**config.mk**
```make
export PLATFORM = sky130hd
export DESIGN_NAME = mem_arbiter
export DESIGN_NICKNAME = d
export VERILOG_FILES = /design/src/rtl/mem_arbiter.sv
export SDC_FILE = /design/constraint.sdc
export NUM_CORES = 1
export LEC_CHECK = 0
export CORE_ASPECT_RATIO = 0.8
export CORE_MARGIN = 5
export CORE_UTILIZATION = 39
export DETAILED_ROUTE_END_ITERATION = 16
export PLACE_DENSITY = 0.79
export SKIP_LAST_GASP = 1
export SYNTH_ARGS = -nofsm -noshare
export SYNTH_HDL_FRONTEND = slang
export SYNTH_SLANG_ARGS = --single-unit
```
**constraint.sdc**
```tcl
create_clock -name i_clk -period 2.1 [get_ports i_clk]
set_input_delay 0.525 -clock i_clk [delete_from_list [all_inputs] [get_ports i_clk]]
set_output_delay 0.525 -clock i_clk [all_outputs]
set_load 0.005 [all_outputs]
```
**src/rtl/mem_arbiter.sv**
```systemverilog
// Round-robin arbiter for one shared memory between the CPU port and the DMA/IO port.
// Each grant runs a fixed-latency access and returns a one-cycle ack with registered read data.
module mem_arbiter #(
  parameter int AW          = 8,
  parameter int DW          = 8,
  parameter int WAIT_CYCLES = 1
) (
  input  logic          i_clk,
  input  logic          i_rst_n,
  input  logic          i_c_req,
  input  logic          i_c_we,
  input  logic [AW-1:0] i_c_addr,
  input  logic [DW-1:0] i_c_wdata,
  output logic          o_c_ack,
  output logic [DW-1:0] o_c_rdata,
  input  logic          i_d_req,
  input  logic          i_d_we,
  input  logic [AW-1:0] i_d_addr,
  input  logic [DW-1:0] i_d_wdata,
  output logic          o_d_ack,
  output logic [DW-1:0] o_d_rdata,
  output logic [AW-1:0] o_mem_addr,
  output logic [DW-1:0] o_mem_wdata,
  input  logic [DW-1:0] i_mem_rdata,
  output logic          o_mem_read,
  output logic          o_mem_write,
  output logic          o_busy,
  output logic          o_owner
);

  // state  | meaning
  // IDLE   | waiting for a request; arbitrate and latch the winner's command
  // ACCESS | memory strobes active for WAIT_CYCLES cycles
  // DONE   | one-cycle ack to the owner
  typedef enum logic [1:0] {S_IDLE, S_ACCESS, S_DONE} state_t;

  localparam logic [3:0] CNT_INIT = 4'(WAIT_CYCLES - 1);

  state_t        r_state, w_state_nxt;
  logic          r_last, r_owner, r_we;
  logic [AW-1:0] r_addr;
  logic [DW-1:0] r_wdata, r_rdata;
  logic [3:0]    r_cnt;
  logic          w_grant, w_sel_dma;

  always_ff @(posedge i_clk or negedge i_rst_n) begin
    if (!i_rst_n) r_state <= S_IDLE;
    else          r_state <= w_state_nxt;
  end

  always_comb begin
    w_state_nxt = r_state;
    w_grant     = 1'b0;
    // On a tie the port that was not served last wins.
    w_sel_dma   = i_d_req & ~(i_c_req & r_last);
    o_mem_read  = 1'b0;
    o_mem_write = 1'b0;
    o_c_ack     = 1'b0;
    o_d_ack     = 1'b0;
    o_busy      = 1'b1;
    case (r_state)
      S_IDLE: begin
        o_busy = 1'b0;
        if (i_c_req || i_d_req) begin
          w_grant     = 1'b1;
          w_state_nxt = S_ACCESS;
        end
      end
      S_ACCESS: begin
        o_mem_read  = ~r_we;
        o_mem_write = r_we;
        if (r_cnt == 4'd0) w_state_nxt = S_DONE;
      end
      S_DONE: begin
        o_c_ack     = ~r_owner;
        o_d_ack     = r_owner;
        w_state_nxt = S_IDLE;
      end
      default: w_state_nxt = S_IDLE;
    endcase
  end

  always_ff @(posedge i_clk or negedge i_rst_n) begin
    if (!i_rst_n) begin
      r_last  <= 1'b1;
      r_owner <= 1'b0;
      r_we    <= 1'b0;
      r_addr  <= '0;
      r_wdata <= '0;
      r_rdata <= '0;
      r_cnt   <= 4'd0;
    end else if (w_grant) begin
      r_owner <= w_sel_dma;
      r_we    <= w_sel_dma ? i_d_we    : i_c_we;
      r_addr  <= w_sel_dma ? i_d_addr  : i_c_addr;
      r_wdata <= w_sel_dma ? i_d_wdata : i_c_wdata;
      r_cnt   <= CNT_INIT;
    end else if (r_state == S_ACCESS) begin
      if (r_cnt == 4'd0) begin
        r_last <= r_owner;
        if (!r_we) r_rdata <= i_mem_rdata;
      end else begin
        r_cnt <= r_cnt - 4'd1;
      end
    end
  end

  assign o_mem_addr  = r_addr;
  assign o_mem_wdata = r_wdata;
  assign o_c_rdata   = r_rdata;
  assign o_d_rdata   = r_rdata;
  assign o_owner     = r_owner;

endmodule

```
# After elaboration in Yosys (flattened, before gate mapping)

Cells that the tools add are included.

Output and inout port bits: 38
Memories: 0
Bits in writable memories: 0
Latch bits: 0
Bits of input ports: 46
ROM bits: 0
Register bits: 33

Shift operators: 0
Equality and inequality tests: 5
Bitwise logic cells: 6
Order comparisons: 0
Multiplexer cells: 16
Multipliers: 0
Add/subtract/negate cells: 1
Divide/modulo/power cells: 0
Reductions and logical operators: 8

Operators by type and width:

| kind                                                | count |
|---|---|
| two-way mux 8 bit                                   | 2 |
| two-way mux 4 bit                                   | 3 |
| two-way mux 1 bit                                   | 8 |
| != test 2 bit, second input constant                | 3 |
| logical NOT 4 bit                                   | 1 |
| two-way mux 2 bit                                   | 2 |
| NOT 1 bit                                           | 4 |
| one-hot mux 2 bit (2 select lines)                  | 1 |
| AND reduction 2 bit                                 | 2 |
| AND reduction 4 bit                                 | 1 |
| subtractor 4 x 1 -> 4 bit, second input constant    | 1 |
| AND reduction 3 bit                                 | 1 |
| AND 1 bit                                           | 2 |
| equality test 2 x 1 -> 1 bit, second input constant | 1 |
| equality test 2 bit, second input constant          | 1 |
| logical NOT 2 bit                                   | 1 |
| nonzero test 2 bit                                  | 1 |
| logical OR 1 bit                                    | 1 |

# Logic depth before layout (Yosys ltp)

Gate-level depths: netlist of run 1.

Word-level depth: 5
Depth in mapped cells: 6
Gate-level depth less buffers: 5

# Least setup slack after synthesis of run 1

OpenSTA, ideal clock, no wires.

Kind: reg-to-reg
Start point: reg r_cnt[0]
End point: reg r_rdata[0], in the netlist o_c_rdata[0]
Data required time: 1.975 ns
Path buffers: 1
Slack: 0.209 ns
Clock period less this slack: 1.891 ns
Cell stages (with the launch flop): 7
Data arrival time: 1.766 ns
Library setup time: 0.125 ns
Path through: dfrtp_1 inv_1 ha_1 or3b_4 or3_1 buf_6 mux2_4

Word-level cells in the longest chain between the ends: 2

RTL lines:

| element                       | RTL line | RTL |
|---|---|---|
| from (decl)                   | 43       | `logic [3:0] r_cnt;` |
| from (signal assigned)        | 103      | `r_cnt <= r_cnt - 4'd1;` |
| logical NOT 4 bit             | 99       | `if (r_cnt == 4'd0) begin` |
| AND reduction 4 bit (no line) | --       |  |
| to (signal assigned)          | 101      | `if (!r_we) r_rdata <= i_mem_rdata;` |
| to (decl)                     | 42       | `logic [DW-1:0] r_wdata, r_rdata;` |

No other way between the ends.
A chain may end at the register's enable or synchronous reset.

# Worst setup path after layout of run 1

Start point: reg r_state[1]
End point: out o_mem_read

Word-level cells in the longest chain between the ends: 2

RTL lines:

| element                      | RTL line | RTL |
|---|---|---|
| from (decl)                  | 39       | `state_t r_state, w_state_nxt;` |
| from (signal assigned)       | 48       | `else r_state <= w_state_nxt;` |
| equality test 2 x 1 -> 1 bit | 61       | `case (r_state)` |
| two-way mux 1 bit            | 61       |  |
| to (decl)                    | 25       | `output logic o_mem_read,` |

No other way between the ends.

==> summary.txt, run 1 <==
Status: finished clean
Fin worst setup slack: 0.0503 ns
Max Transition Viols Final: 0
Net Sw Power: 1.05 mW
Pint: 2.25 mW
DRC: 0
Die width: 82.4 microns
CTS tree: built
P&R area growth vs syn: 57.8%
Share of layout cells above drive strength 1: 12.2%
Largest net degree at the start of global routing: 34
CP bufs+invs: 1
Clock transition at the registers of the reported paths: 0.06 ns
Filler cells: 360
Worst-Skew Late Latency: 0.29 ns
Logic pwr share: 51.1%
Vias in the first global route: 1,478
Critical path endpoint category: output pin
Setup Viol. Count Final: 0
Worst Path Required: 1.57 ns
Largest family of logic cells by synthesized area: compound AO/OA/AOI/OAI gates
Total Neg Setup Slack: 0 ns
Dpl hpwl: 3.22 mm
Fin nets: 294
Max-cap violations: 0
Setup WS pre-CTS: -0.0287 ns
CP Launch Type: flop
Maximum vdd drop: 0.626 mV
Core Area: 0.00413 sq mm
Seq. cell area: 828 sq um
Vias post-DR: 1,489
Synthesized net count: 216
CP Max Fanout: 4
Seq/Total Area, Yosys: 50.5%
Initial Util: 39.7%
Hold Fails Final Rpt: 0
# rows: 21
Synth area leaders: dfrtp_1 49%, nand2_1 8.0%, mux2_4 7.3%
Worst path top cell family by delay: buffers and inverters
CTS root buf: clkbuf_8
Worst hold margin: 0.299 ns
Slew headroom: 51.3%
Sw Ratio: 31.7%
Remaining antenna violation count after routing: 0
Area share of the largest cell type after synthesis: 48.9%
Ant. Diodes: 0
Unrepaired setup endpoints after global routing: true
Initial drt markers: 79
PwrDens: 1280 mW/mm^2
Clock power frac: 14.6%
Seq cells post-synth: 33
Highest clock rate: 488 MHz
Crit-path cells: nand2b_1 -> nor2_1 -> clkdlybuf4s50_1
Post-synthesis mux area share: 8.03%
Htree depth: 2
Mapped Area: 0.00164 sq mm
Initial antenna violation count: 0
PortBufs: 83
CP Data Arrival Time: 1.52 ns
First-pass GRT wire length: 6.69 mm
Wire per inst: 14.4 microns
DR pass1 iterations: 4
Die area: 0.00560 sq mm
Commonest non-fill, non-tap cell in the layout: clkdlybuf4s50_1
Critical path class: reg2out
Worst-Margin Slew: 0.731 ns
GP Congestion: 0.879
Synth Area in Compound Gates: 16.7%
Placed Instances: 294
Area of the multi-input gates: 698 sq um
Final Non-Filler Cells: 303
Clock Path Buffers: 2
Overall Power: 3.30 mW
GR Overflow Total: 0
Vias per Instance: 4.91
Simple-gate share of the synthesized area: 15.7%
Total clock sinks: 33
Slowest stage delay, CP: 0.52 ns
Mapped Cells: 168
Period minus WS final: 2.05 ns
Distinct cell type count after synthesis: 31
CTS buffer count: 5
I/O pins: 84
Skew final: 0.00307 ns
Syn_area_per_cell: 9.74 sq um
Tcrit/Tclk final: 97.6%
Flop pwr share: 34.3%
Hold Crit Class: in2async
YS warnings: 0
Adder-Cell Fraction of Synth Area: 1.53%
Post-Synth XOR/XNOR Area: 0%
Most frequent cells in the layout: 80 x clkdlybuf4s50_1, 35 x nand2_1, 31 x dfrtp_1, 20 x a21oi_1, 17 x a31oi_1
GRT Total Usage: 16.1%
Leak pwr: 1.13 nW
CP max stage cell: clkdlybuf4s50_1
CTS Hold Bufs: 0
WL final: 4.35 mm
Area leader, netlist: dfrtp_1
Die Y: 67.9 microns
through the flow:
stage	area [sq um]	util, %
floorplan	1640	-
global placement	2460	59.7
detailed placement	2460	59.7
CTS	2560	62.1
global route	2580	62.6
finish	2580	62.6
final cells by class:
cell class | count | share of cell area, %
inverters | 4 | 0.581
multi-input cells | 112 | 27.0
clock buffers | 7 | 3.34
flip-flops and latches | 33 | 32.1
repair buffers | 90 | 34.2
well taps | 57 | 2.76
metal layers:
layer  share of wire (%)  global-route usage, %  vias up
met5                   0                      0        -
met4                 1.4                   8.09        0
met3                  10                   6.84        7
met2                  49                   26.8       53
met1                  40                   17.7      702
li1                    -                      -      727
worst register-to-register path: stages, from the launching register on:
cell     delay, ns
dfrtp_1       0.39
inv_1         0.10
ha_1          0.20
or3b_4        0.43
or3_4         0.43
mux2_4        0.33
state kept, by name, summed over array words and instances, names as in the netlist:
register and flops:
o_mem_wdata 8, o_owner 1, r_we 1, r_cnt 4, o_mem_addr 8, o_c_rdata 8
r_last 1, r_state 2
worst paths after layout:
kind / startpoint / endpoint / slack (ns) / cells past startpoint
worst max-delay path: r_state[1] / o_mem_read / 0.05 / 3
min in group i_clk: o_c_rdata[3] / o_c_rdata[3] / 0.53 / 1
max in group asynchronous: i_rst_n / r_state[1] / 1.30 / 1
worst max register to register: r_cnt[0] / o_c_rdata[7] / 0.11 / 5
worst min register to register: o_c_rdata[3] / o_c_rdata[3] / 0.53 / 1
worst min-delay path: i_rst_n / o_mem_wdata[3] / 0.30 / 1
power groups by stage:
stage	sequential, mW	combinational (mW)	clock [mW]
6_report	1.13	1.68	0.480
5_1_grt	1.17	1.83	0.521
4_1_cts	1.13	1.69	0.491
3_5_place_dp	1.14	1.66	0
3_3_place_gp	1.12	1.63	0
2_1_floorplan	1.13	0.780	0
what timing repair did:
| item | 4_1_cts | 5_1_grt |
|---|---|---|
| endpoints found under the setup margin | 9 | 4 |
| gates cloned | 0 | 0 |
| buffers inserted | 1 | 1 |
| gates resized for setup | 2 | 4 |
synth_stat cells (all sizes together):
cell type and count:
nand2 35, dfrtp 32, a21oi 20, a31oi 17, clkbuf 10, buf 9, mux2 9, inv 4
nor2 4, and2 3, o21ai 3, ha 2, nor2b 2, nor3b 2, or3 2, a211oi 1
a21bo 1, a21boi 1, a221o 1, a22o 1, and3b 1, dfstp 1, nand2b 1, nand3 1
nor4 1, o21bai 1, or2 1, or3b 1, or4 1
cells by family (layout without fill, tap and decap cells):
kind of cell             Yosys count  after routing
AO/OA/AOI/OAI                     46             46
adder cells (fa/ha/maj)            2              2
buffers and inverters             23            101
flip-flops                        33             33
multiplexers                       9              9
AND/OR/NAND/NOR                   55             55
(Power assumes the default switching activity.)
==> inputs of run 2 (changes only) <==
Settings changed: GPL_ROUTABILITY_DRIVEN from default to 0.
==> results of run 2 <==
Final layout, timing and power as in run 1 (identical DEF).
